`config.mk`:
```
export PLATFORM = sky130hd
export DESIGN_NAME = mw_stage_ctrl_flat
export DESIGN_NICKNAME = d
export VERILOG_FILES = /design/src/rtl/mw_stage_ctrl_pkg.sv /design/src/rtl/mw_stage_ctrl_if.sv /design/src/rtl/mw_stage_ctrl_dmem_access_fsm.sv /design/src/rtl/mw_stage_ctrl.sv /design/src/flat_wrapper.sv
export SDC_FILE = /design/constraint.sdc
export NUM_CORES = 1
export LEC_CHECK = 0
export BUFFER_PORTS_ARGS = -buffer_cell sky130_fd_sc_hd__buf_2
export CAP_MARGIN = 20
export CORE_ASPECT_RATIO = 0.8
export CORE_MARGIN = 5
export CORE_UTILIZATION = 52
export CTS_BUF_LIST = sky130_fd_sc_hd__clkbuf_8
export DETAILED_ROUTE_END_ITERATION = 10
export GPL_ROUTABILITY_DRIVEN = 0
export GPL_TIMING_DRIVEN = 1
export PLACE_DENSITY = 0.87
export SLEW_MARGIN = 20
export SYNTH_ARGS = -nofsm -noshare
export SYNTH_HDL_FRONTEND = slang
export SYNTH_SLANG_ARGS = --single-unit
```
`constraint.sdc`:
```
create_clock -name clk -period 9.2 [get_ports clk]
set_input_delay 1.38 -clock clk [delete_from_list [all_inputs] [get_ports clk]]
set_output_delay 1.38 -clock clk [all_outputs]
set_load 0.01 [all_outputs]
```
`src/rtl/mw_stage_ctrl_pkg.sv`:
```
// Shared types and constants for the memory/writeback stage.
package mw_stage_ctrl_pkg;

  localparam int unsigned XLEN = 32;

  // Writeback source select carried with each instruction.
  typedef enum logic [1:0] {
    WB_ALU = 2'b00,
    WB_PC4 = 2'b01,
    WB_MEM = 2'b10
  } wb_sel_e;

  // Data-memory access state, kept as plain constants for legacy tooling.
  typedef logic [1:0] mem_state_e;
  localparam mem_state_e ST_IDLE = 2'd0;
  localparam mem_state_e ST_REQ  = 2'd1;
  localparam mem_state_e ST_WAIT = 2'd2;

endpackage

```
`src/rtl/mw_stage_ctrl_if.sv`:
```
// Data-memory request/response bus between the MW stage and memory.
interface mw_stage_ctrl_if #(
  parameter int unsigned XLEN = 32
);

  logic            req;
  logic            we;
  logic [XLEN-1:0] addr;
  logic [XLEN-1:0] wdata;
  logic            gnt;
  logic            rvalid;
  logic [XLEN-1:0] rdata;

  modport master (
    output req, we, addr, wdata,
    input  gnt, rvalid, rdata
  );

  modport slave (
    input  req, we, addr, wdata,
    output gnt, rvalid, rdata
  );

endinterface

```
`src/rtl/mw_stage_ctrl_dmem_access_fsm.sv`:
```
// Data-memory access sequencer: request, optional response wait, and the
// mem_busy hold that freezes the front of the pipe while an access is open.
module dmem_access_fsm
  import mw_stage_ctrl_pkg::*;
#(
  parameter int unsigned XLEN = 32
) (
  input  logic                   clk,
  input  logic                   rst,
  input  logic                   start,
  input  logic                   slot_load,
  input  logic                   slot_store,
  input  logic [XLEN-1:0]        slot_addr,
  input  logic [XLEN-1:0]        slot_wdata,
  mw_stage_ctrl_if.master        dmem,
  output logic                   mem_busy
);

  mem_state_e state;
  mem_state_e state_next;

  // Loads stay busy for the whole request phase so the retire cycle is at
  // least the cycle after the grant; a store frees the pipe on its grant.
  always_comb begin
    mem_busy = 1'b0;
    unique case (state)
      ST_REQ:  mem_busy = slot_load | ~(dmem.gnt & slot_store);
      ST_WAIT: mem_busy = ~dmem.rvalid;
      default: mem_busy = 1'b0;
    endcase
  end

  // Whenever the pipe is not held, the slot reloads on this edge, so the
  // next state is decided by whether a new access is being captured.
  always_comb begin
    state_next = state;
    if (!mem_busy) begin
      state_next = start ? ST_REQ : ST_IDLE;
    end else begin
      unique case (state)
        ST_REQ:  state_next = (dmem.gnt && slot_load) ? ST_WAIT : ST_REQ;
        ST_WAIT: state_next = ST_WAIT;
        default: state_next = ST_IDLE;
      endcase
    end
  end

  // State register; reset abandons any access in flight.
  always_ff @(posedge clk or posedge rst) begin
    if (rst) begin
      state <= ST_IDLE;
    end else begin
      state <= state_next;
    end
  end

  assign dmem.req   = (state == ST_REQ);
  assign dmem.we    = (state == ST_REQ) & slot_store;
  assign dmem.addr  = slot_addr;
  assign dmem.wdata = slot_wdata;

endmodule

```
`src/rtl/mw_stage_ctrl.sv`:
```
// Memory/writeback stage: MW pipeline register, hazard-unit status and the
// register-file write port; memory sequencing lives in dmem_access_fsm.
module mw_stage_ctrl
  import mw_stage_ctrl_pkg::*;
#(
  parameter int unsigned XLEN       = 32,
  parameter int unsigned REG_ADDR_W = 5
) (
  input  logic                  clk,
  input  logic                  rst,
  input  logic                  ex_valid,
  input  logic [XLEN-1:0]       ex_alu_result,
  input  logic [XLEN-1:0]       ex_store_data,
  input  logic [XLEN-1:0]       ex_pc_plus4,
  input  logic [REG_ADDR_W-1:0] ex_write_address,
  input  logic                  ex_reg_write,
  input  logic [1:0]            ex_writeback_select,
  input  logic                  ex_mem_read,
  input  logic                  ex_mem_write,
  input  logic                  stall,
  mw_stage_ctrl_if.master       dmem,
  output logic [REG_ADDR_W-1:0] write_address_memory_write,
  output logic [1:0]            writeback_select_memory_write,
  output logic                  memory_write_enable,
  output logic                  instruction_valid,
  output logic                  mem_busy,
  output logic                  wb_we,
  output logic [REG_ADDR_W-1:0] wb_addr,
  output logic [XLEN-1:0]       wb_data
);

  logic                  slot_live;
  logic                  slot_reg_write;
  logic                  slot_mem_read;
  logic                  slot_mem_write;
  logic [XLEN-1:0]       slot_alu;
  logic [XLEN-1:0]       slot_store_data;
  logic [XLEN-1:0]       slot_pc4;
  logic [REG_ADDR_W-1:0] slot_waddr;
  logic [1:0]            slot_sel;

  logic capture_live;
  logic mem_start;

  assign capture_live = ex_valid & ~stall;
  assign mem_start    = ~mem_busy & capture_live & (ex_mem_read | ex_mem_write);

  // MW register: reload every un-held edge; bubbles carry zeroed fields.
  always_ff @(posedge clk or posedge rst) begin
    if (rst) begin
      slot_live       <= 1'b0;
      slot_reg_write  <= 1'b0;
      slot_mem_read   <= 1'b0;
      slot_mem_write  <= 1'b0;
      slot_alu        <= '0;
      slot_store_data <= '0;
      slot_pc4        <= '0;
      slot_waddr      <= '0;
      slot_sel        <= '0;
    end else if (!mem_busy) begin
      slot_live       <= capture_live;
      slot_reg_write  <= capture_live & ex_reg_write;
      slot_mem_read   <= capture_live & ex_mem_read;
      slot_mem_write  <= capture_live & ex_mem_write;
      slot_alu        <= capture_live ? ex_alu_result       : '0;
      slot_store_data <= capture_live ? ex_store_data       : '0;
      slot_pc4        <= capture_live ? ex_pc_plus4         : '0;
      slot_waddr      <= capture_live ? ex_write_address    : '0;
      slot_sel        <= capture_live ? ex_writeback_select : '0;
    end
  end

  dmem_access_fsm #(
    .XLEN(XLEN)
  ) u_fsm (
    .clk        (clk),
    .rst        (rst),
    .start      (mem_start),
    .slot_load  (slot_mem_read),
    .slot_store (slot_mem_write),
    .slot_addr  (slot_alu),
    .slot_wdata (slot_store_data),
    .dmem       (dmem),
    .mem_busy   (mem_busy)
  );

  assign instruction_valid             = ~slot_live;
  assign write_address_memory_write    = slot_waddr;
  assign writeback_select_memory_write = slot_sel;
  assign memory_write_enable           = slot_live & slot_reg_write & (slot_waddr != '0);

  assign wb_we   = memory_write_enable & ~mem_busy;
  assign wb_addr = slot_waddr;

  // Writeback source mux; load data is taken straight from the bus.
  always_comb begin
    wb_data = slot_alu;
    unique case (slot_sel)
      WB_PC4:  wb_data = slot_pc4;
      WB_MEM:  wb_data = dmem.rdata;
      default: wb_data = slot_alu;
    endcase
  end

endmodule

```
`src/flat_wrapper.sv`:
```
// flat-port wrapper written by rule: the top's interface ports become plain ports
module mw_stage_ctrl_flat import mw_stage_ctrl_pkg::*;
#(
  parameter int unsigned XLEN       = 32,
  parameter int unsigned REG_ADDR_W = 5
)
  (clk, rst, ex_valid, ex_alu_result, ex_store_data, ex_pc_plus4, ex_write_address, ex_reg_write, ex_writeback_select, ex_mem_read, ex_mem_write, stall, write_address_memory_write, writeback_select_memory_write, memory_write_enable, instruction_valid, mem_busy, wb_we, wb_addr, wb_data, dmem_req, dmem_we, dmem_addr, dmem_wdata, dmem_gnt, dmem_rvalid, dmem_rdata);
  mw_stage_ctrl_if #(.XLEN(XLEN)) dmem_i ();
  input  logic clk;
  input  logic rst;
  input  logic ex_valid;
  input  logic [XLEN-1:0] ex_alu_result;
  input  logic [XLEN-1:0] ex_store_data;
  input  logic [XLEN-1:0] ex_pc_plus4;
  input  logic [REG_ADDR_W-1:0] ex_write_address;
  input  logic ex_reg_write;
  input  logic [1:0] ex_writeback_select;
  input  logic ex_mem_read;
  input  logic ex_mem_write;
  input  logic stall;
  output logic [REG_ADDR_W-1:0] write_address_memory_write;
  output logic [1:0] writeback_select_memory_write;
  output logic memory_write_enable;
  output logic instruction_valid;
  output logic mem_busy;
  output logic wb_we;
  output logic [REG_ADDR_W-1:0] wb_addr;
  output logic [XLEN-1:0] wb_data;
  output wire logic [$bits(dmem_i.req)-1:0] dmem_req;
  output wire logic [$bits(dmem_i.we)-1:0] dmem_we;
  output wire logic [$bits(dmem_i.addr)-1:0] dmem_addr;
  output wire logic [$bits(dmem_i.wdata)-1:0] dmem_wdata;
  input wire logic [$bits(dmem_i.gnt)-1:0] dmem_gnt;
  input wire logic [$bits(dmem_i.rvalid)-1:0] dmem_rvalid;
  input wire logic [$bits(dmem_i.rdata)-1:0] dmem_rdata;
  assign dmem_req = dmem_i.req;
  assign dmem_we = dmem_i.we;
  assign dmem_addr = dmem_i.addr;
  assign dmem_wdata = dmem_i.wdata;
  assign dmem_i.gnt = dmem_gnt;
  assign dmem_i.rvalid = dmem_rvalid;
  assign dmem_i.rdata = dmem_rdata;
  mw_stage_ctrl #(.XLEN(XLEN), .REG_ADDR_W(REG_ADDR_W)) u_core (.clk(clk), .rst(rst), .ex_valid(ex_valid), .ex_alu_result(ex_alu_result), .ex_store_data(ex_store_data), .ex_pc_plus4(ex_pc_plus4), .ex_write_address(ex_write_address), .ex_reg_write(ex_reg_write), .ex_writeback_select(ex_writeback_select), .ex_mem_read(ex_mem_read), .ex_mem_write(ex_mem_write), .stall(stall), .dmem(dmem_i), .write_address_memory_write(write_address_memory_write), .writeback_select_memory_write(writeback_select_memory_write), .memory_write_enable(memory_write_enable), .instruction_valid(instruction_valid), .mem_busy(mem_busy), .wb_we(wb_we), .wb_addr(wb_addr), .wb_data(wb_data));
endmodule
```
After elaboration in Yosys (flattened, before gate mapping)
Index checks and enable logic that the tools add are counted.
{"block": "word_totals", "regBits": 109, "output_inout_bits": 114, "elab_cells": 45}
{"block": "op_classes", "eq_ne": 4, "mux": 11, "n_bitwise": 18, "n_reduce_logical": 2}
{"operator": "32-bit two-way mux", "n": 3}
{"operator": "32-bit one-hot mux with 2 select lines", "n": 1}
{"operator": "1-bit bitwise AND", "n": 11}
{"operator": "2-bit two-way mux", "n": 3}
{"operator": "5-bit two-way mux", "n": 1}
{"operator": "1-bit NOT", "n": 5}
{"operator": "5-bit nonzero test", "n": 1}
{"operator": "2-bit by 1-bit == test with 1-bit output, second input constant", "n": 2}
{"operator": "2-bit == test, second input constant", "n": 2}
{"operator": "2-bit one-hot mux with 2 select lines", "n": 1}
{"operator": "1-bit OR", "n": 2}
{"operator": "1-bit one-hot mux with 2 select lines", "n": 1}
{"operator": "1-bit logical AND", "n": 1}
{"operator": "1-bit two-way mux", "n": 1}

Depth between registers and ports, before layout
Gate-level depths: netlist of the first run.
{"block": "logic_depth", "ltp_word": 9, "depth_mapped": 8}

Hierarchy
Synthesis of the first run repeated with hierarchy kept, for this count alone.
{"block": "hier_totals", "hier_cells": 450, "area_unflattened_um2": 5114.9}
{"mod": "mw_stage_ctrl", "instances": 1, "cells_per_inst": 365, "area_each_um2": 4439.3}
{"mod": "dmem_access_fsm", "instances": 1, "cells_per_inst": 85, "area_each_um2": 675.6}

Worst setup path after synthesis of the first run
Ideal clock, no wire load.
{"block": "synth_path", "path_type": "input-to-output", "startpoint": "in dmem_rvalid", "endpoint": "out mem_busy", "t_arrival_ns": 1.986, "required_ns": 7.820, "path_slack_ns": 5.834, "path_stages": 4, "cell_sequence": "nor3b_2 -> a21oi_2 -> inv_2 -> buf_2"}
{"block": "synth_via", "elab_chain_cells": 2}
{"element": "start, declared", "line_no": "flat_wrapper.sv:34", "rtl": "input wire logic [$bits(dmem_i.rvalid)-1:0] dmem_rvalid;"}
{"element": "1-bit NOT", "line_no": "mw_stage_ctrl_dmem_access_fsm.sv:28", "rtl": "ST_WAIT: mem_busy = ~dmem.rvalid;"}
{"element": "1-bit one-hot mux with 2 select lines", "line_no": "mw_stage_ctrl_dmem_access_fsm.sv:26", "rtl": "unique case (state)"}
{"element": "end, declared", "line_no": "flat_wrapper.sv:25", "rtl": "output logic mem_busy;"}
Every way passes these cells.

Final worst setup path of the first run
Ends and elaborated chain as after synthesis.

==> impl_metrics.json, run 1 <==
{
  "p_int_w": 0.000696,
  "holdPathEnd": "u_core.slot_store_data[20]",
  "ant_nets": 0,
  "nets": 872,
  "cts_max_level": 3,
  "synth.avg_cell_area_um2": 10.3,
  "setup_violations": 0,
  "synth-edff-count": 0,
  "seq_area_frac_synth_pct": 51.7,
  "path_class": "input port to output pin",
  "combPwrFrac_pct": 15.6,
  "die-area_um2": 12300,
  "tritoncts": "yes",
  "seqPwrFrac_pct": 52.9,
  "worstHoldStart": "u_core.slot_store_data[20]",
  "yosys_warnings": 0,
  "die_h_um": 100,
  "area_growth_pct": 26.6,
  "fin_util_pct": 68.4,
  "numPlacedInstances": 848,
  "wl_per_cell_um": 19.8,
  "clk_pin_slew_ns": 0.11,
  "synthCells": 514,
  "cp.arrival_ns": 2.90,
  "critical_path.max_fanout": 106,
  "syn_nets": 662,
  "crit-reg2reg-capture": "u_core.slot_store_data[11]",
  "synth-seq-cells": 109,
  "switching_power_w": 0.000282,
  "outcome": "finished, final reports clean",
  "numCtsBuffers": 9,
  "drt_drc_violations_left": 0,
  "clock_latency_ns": 0.36,
  "synth_area_um2": 5270,
  "hold_path_class": "flip-flop to flip-flop",
  "n_antenna_cell": 0,
  "power.ir.vdd_worst_mv": 0.0808,
  "cts-root-buf": "clkbuf_8",
  "r2r_start": "u_core.u_fsm.state[0]",
  "cp_common_cell": "buf_2",
  "slew_violations": 0,
  "route.met3.wl_um": 1570,
  "grt_first_pass_wirelength_um": 26700,
  "sw_frac_of_total_pct": 28.8,
  "drt_first_pass_iters": 5,
  "max_slew_margin_pct": 26.1,
  "wl_met1_um": 6880,
  "num_vias": 5168,
  "end_kind": "output pin",
  "synthTopCellsByCount": "dfrtp_1, nand3_1, o2bb2ai_1, o21ai_0, nand2_1",
  "rrSetupSlack_ns": 6.74,
  "drt_iter0_markers": 574,
  "port_buffers": 257,
  "slowest_stage": "buf_6",
  "finalWirelength_um": 17100,
  "wl_met2_um": 8420,
  "grt_setup_unrepaired": "no",
  "top_layer": "met4",
  "critPathRequiredTime_ns": 7.82,
  "grt_pass1_vias": 5063,
  "grt_max_degree": 109,
  "dp.final_hpwl_um": 12000,
  "clk_path_buf_depth": 2,
  "synth_cell_types": 29,
  "path_buf_inv": 4,
  "fin_area_um2": 6680,
  "synth_most_common_cell": "dfrtp_1",
  "finalCritPeriodShare_pct": 46.6,
  "instances_no_fill": 865,
  "grt.total_usage_pct": 27.3,
  "hold_viol_final": 0,
  "cp_top_family": "buffers and inverters",
  "async_reset_ff_share_pct": 100,
  "pin_count": 258,
  "power_leakage_nw": 3.28,
  "drive_gt1_share_pct": 39.6,
  "drv_cap": 0,
  "ff2ff_path_depth": 7,
  "clkPwrFrac_pct": 31.5,
  "power_per_cell_area_nw_per_um2": 146,
  "cts_resized": 0,
  "yosysTopAreaCell": "dfrtp_1",
  "core_area_um2": 9770,
  "fmax_ghz": 0.233,
  "fin_crit_ns": 4.28,
  "postCtsSetupRepairBufs": 0,
  "yosys-top-cells-area": "dfrtp_1, o2bb2ai_1, nand3_1, a22oi_1, o21ai_0",
  "ctsHoldBuffers": 0,
  "overflow": 0,
  "antenna_found_initial": 0,
  "initial_core_util_pct": 54.0,
  "fillers": 800,
  "yosysTopAreaCellShare_pct": 51.7,
  "cts_num_sinks": 109,
  "via_per_inst": 5.97,
  "whs_path_depth": 1,
  "post_dp_cell_area_um2": 6440,
  "path_cells": "buf_2 -> nor3b_2 -> a21oi_2 -> clkinv_2 -> buf_6 -> buf_2",
  "row_count": 32,
  "startpoint_type": "input port",
  "finClkSkew_ns": 0.0108,
  "tns_ns": 0,
  "tightest_slew_ns": 1.11,
  "die_w_um": 123,
  "slowest_delay_ns": 0.59,
  "synth-main-ff-cell": "dfrtp_1"
}
==> per-layer routing <==
layer	GRT usage, %	vias up
li1	-	2357
met1	37.3	2502
met2	44.9	290
met3	5.86	19
met4	6.11	0
met5	0	-
==> power by group through the flow <==
stage	logic [W]	registers (W)	clock network, W
after floorplan	0.0000733	0.000529	0
after global placement	0.000148	0.000525	0
after detailed placement	0.000152	0.000525	0
after CTS	0.000152	0.000517	0.000318
after global routing	0.000168	0.000520	0.000338
final	0.000152	0.000517	0.000308
==> area by class of cell <==
cell class | count | area [µm²] | share of cell area, %
sequential | 109 | 2730 | 40.8
multi-input combinational | 334 | 2190 | 32.8
timing repair buffer | 263 | 1350 | 20.2
tap | 136 | 170 | 2.55
clock buffer | 9 | 124 | 1.85
clock inverter | 7 | 87.6 | 1.31
inverter | 7 | 30.0 | 0.450
==> how the worst max path moves through the flow <==
stage	startpoint	to	slack [ns]	depth (start not counted)
floorplan	rst	u_core.slot_alu[0]	4.95	1
global placement	dmem_rvalid	mem_busy	4.83	6
detailed placement	dmem_rvalid	mem_busy	4.75	6
CTS	dmem_rvalid	mem_busy	4.74	6
global route	dmem_rvalid	mem_busy	4.87	6
finish	dmem_rvalid	mem_busy	4.92	6
==> flip-flops by register name (all words and copies together), names as in the netlist <==
name / cells
u_core.slot_pc4: 32
u_core.wb_addr: 5
u_core.writeback_select_memory_write: 2
u_core.u_fsm.state: 2
u_core.slot_reg_write: 1
u_core.slot_live: 1
u_core.slot_store_data: 32
u_core.slot_mem_write: 1
u_core.slot_mem_read: 1
u_core.slot_alu: 32
==> cell families (layout without fill, tap and decap cells) <==
family          count (synthesis)  count (layout)  share of synthesized area (%)
compound gates                178             178                           26.1
flops                         109             109                           51.7
simple gates                  152             152                           14.2
buf+inv                        71             286                           7.10
fa+ha+maj                       4               4                          0.949
==> through the flow <==
stage / setup slack, ns / hold WS (ns) / total power, W
after floorplan: 4.95 / 0.457 / 0.000602
after global placement: 4.83 / 0.465 / 0.000672
after detailed placement: 4.75 / 0.473 / 0.000677
after CTS: 4.74 / 0.504 / 0.000987
after global routing: 4.87 / 0.521 / 0.00103
final: 4.92 / 0.502 / 0.000978
==> placed cells by master, fill, tap and decap left out, types with 2 or more instances in the layout <==
cell type	netlist	layout
o21ai_0	35	35
inv_8	0	2
clkbuf_8	0	9
dfrtp_1	109	109
o2bb2ai_1	103	103
and2_1	3	3
buf_2	20	257
ha_1	4	2
ha_2	0	2
inv_1	6	5
nand3_1	105	105
a22oi_1	33	33
inv_6	0	2
o22ai_1	4	4
buf_4	8	4
nand2_1	34	34
clkinv_4	0	2
(Power assumes the default switching activity.)
==> run 2, diff against run 1 <==
--- a/config.mk
+++ b/config.mk
@@ -9,12 +9,12 @@
 export CAP_MARGIN = 20
 export CORE_ASPECT_RATIO = 0.8
 export CORE_MARGIN = 5
-export CORE_UTILIZATION = 52
+export CORE_UTILIZATION = 43
 export CTS_BUF_LIST = sky130_fd_sc_hd__clkbuf_8
 export DETAILED_ROUTE_END_ITERATION = 10
 export GPL_ROUTABILITY_DRIVEN = 0
 export GPL_TIMING_DRIVEN = 1
-export PLACE_DENSITY = 0.87
+export PLACE_DENSITY = 0.77
 export SLEW_MARGIN = 20
 export SYNTH_ARGS = -nofsm -noshare
 export SYNTH_HDL_FRONTEND = slang
==> constraint.sdc (replaced) <==
create_clock -name clk -period 3.7 [get_ports clk]
set_input_delay 0.555 -clock clk [delete_from_list [all_inputs] [get_ports clk]]
set_output_delay 0.555 -clock clk [all_outputs]
set_load 0.01 [all_outputs]
==> impl_metrics.json, run 2 (same netlist as run 1, synthesis figures left out) <==
{
  "outcome": "finished, final reports clean",
  "drive_gt1_share_pct": 39.8,
  "grt_setup_unrepaired": "no",
  "clk_pin_slew_ns": 0.11,
  "overflow": 0,
  "die_h_um": 109,
  "tritoncts": "yes",
  "power.ir.vdd_worst_mv": 0.223,
  "ant_nets": 0,
  "drt_first_pass_iters": 5,
  "rrSetupSlack_ns": 1.44,
  "ctsHoldBuffers": 0,
  "grt_pass1_vias": 5088,
  "numCtsBuffers": 9,
  "fmax_ghz": 0.338,
  "port_buffers": 257,
  "die-area_um2": 14600,
  "die_w_um": 134,
  "route.met3.wl_um": 1480,
  "hold_viol_final": 0,
  "n_antenna_cell": 0,
  "via_per_inst": 5.83,
  "path_class": "flip-flop to output pin",
  "power_per_cell_area_nw_per_um2": 377,
  "critical_path.max_fanout": 64,
  "grt_max_degree": 65,
  "critPathRequiredTime_ns": 3.14,
  "finalCritPeriodShare_pct": 80.1,
  "clk_path_buf_depth": 2,
  "postCtsSetupRepairBufs": 0,
  "cp_top_family": "adder cells",
  "final_common_cell": "buf_2",
  "power_leakage_nw": 3.32,
  "cts_num_sinks": 109,
  "grt_first_pass_wirelength_um": 26500,
  "pin_count": 258,
  "initial_core_util_pct": 43.5,
  "num_vias": 5157,
  "cp.arrival_ns": 2.41,
  "final_cell_mix": "buf_2, dfrtp_1, nand3_1",
  "fin_crit_ns": 2.96,
  "slowest_delay_ns": 1.01,
  "hold-worst-slack_ns": 0.239,
  "dp.final_hpwl_um": 12000,
  "wl_met2_um": 7960,
  "fin_area_um2": 6780,
  "tns_ns": 0,
  "post_dp_cell_area_um2": 6530,
  "hold_path_class": "input port to asynchronous set/reset pin",
  "instances_no_fill": 884,
  "path_buf_inv": 2,
  "largestRegisters": "u_core.slot_alu (32), u_core.slot_pc4 (32), u_core.slot_store_data (32)",
  "wl_met1_um": 7120,
  "finalWirelength_um": 17000,
  "numPlacedInstances": 868,
  "core_area_um2": 12100,
  "nets": 875,
  "top_layer": "met4",
  "cts_resized": 0,
  "tightest_slew_ns": 1.03,
  "drt_iter0_markers": 374,
  "max_slew_margin_pct": 31.1,
  "clock_latency_ns": 0.38,
  "cts-root-buf": "clkbuf_8",
  "area_growth_pct": 28.6,
  "setup_violations": 0,
  "wl_per_cell_um": 19.2,
  "end_kind": "output pin",
  "drt_drc_violations_left": 0,
  "grt.total_usage_pct": 22.8,
  "drv_cap": 0,
  "slowest_stage": "ha_2",
  "finClkSkew_ns": 0.00743,
  "slew_violations": 0,
  "cts_max_level": 3,
  "antenna_found_initial": 0,
  "startpoint_type": "flip-flop",
  "path_cells": "inv_1 -> ha_2 -> nand2_1 -> o21ai_0 -> buf_2",
  "row_count": 36
}
-- run 2: cell types whose count changed in the layout (fill, tap and decap cells not counted), sizes merged --
cell and delta:
buf +3, bufinv +2, clkinv -1, inv -1
-- run 2: final timing paths --
check,cells past startpoint,to,startpoint
max in group asynchronous,3,u_core.slot_store_data[25],rst
min in group clk,3,u_core.slot_store_data[24],ex_store_data[24]
max,5,wb_data[19],u_core.writeback_select_memory_write[0]
min,2,u_core.slot_store_data[7],rst
max reg2reg,6,u_core.slot_store_data[3],u_core.u_fsm.state[0]
min reg2reg,1,u_core.slot_store_data[27],u_core.slot_store_data[27]
-- run 2: where the power goes --
group	total (W)	leakage [nW]	internal, W	switching (W)
Sequential	0.00129	1.47	0.00124	0.0000409
Combinational	0.000381	1.73	0.000157	0.000224
Clock	0.000888	0.126	0.000460	0.000428
Total	0.00255	3.32	0.00186	0.000692
-- run 2: layout make-up --
type                    instances  area (µm²)
clock buffers                   9         124
well taps                     152         190
repair buffers                266        1390
clock inverters                 7         128
inverters                       7        30.0
flip-flops and latches        109        2730
fillers                      1070        5340
multi-input cells             334        2190
-- run 2: per-layer routing --
layer / GRT usage [%] / up-vias
met1: 30.6 / 2471
met5: 0 / -
met2: 35.5 / 292
met4: 8.15 / 0
li1: - / 2363
met3: 6.27 / 31
-- run 2: metrics by stage --
step / total power, W / setup WS (ns) / util, %
after global routing: 0.00267 / 0.525 / 55.9
after detailed placement: 0.00169 / 1.14 / 53.9
after CTS: 0.00259 / 0.696 / 55.9
after global placement: 0.00168 / 1.18 / 53.9
after floorplan: 0.00150 / 0.271 / -
final: 0.00255 / 0.737 / 55.9
-- run 2: worst register-to-register path, delay by kind of cell (launching register included) --
kind | cells | cell delay (ns)
AOI/OAI and AO/OA | 1 | 0.17
adders and majority gates | 1 | 0.35
buffers and inverters | 2 | 0.58
DFF | 1 | 0.37
and+or+nand+nor | 2 | 0.67
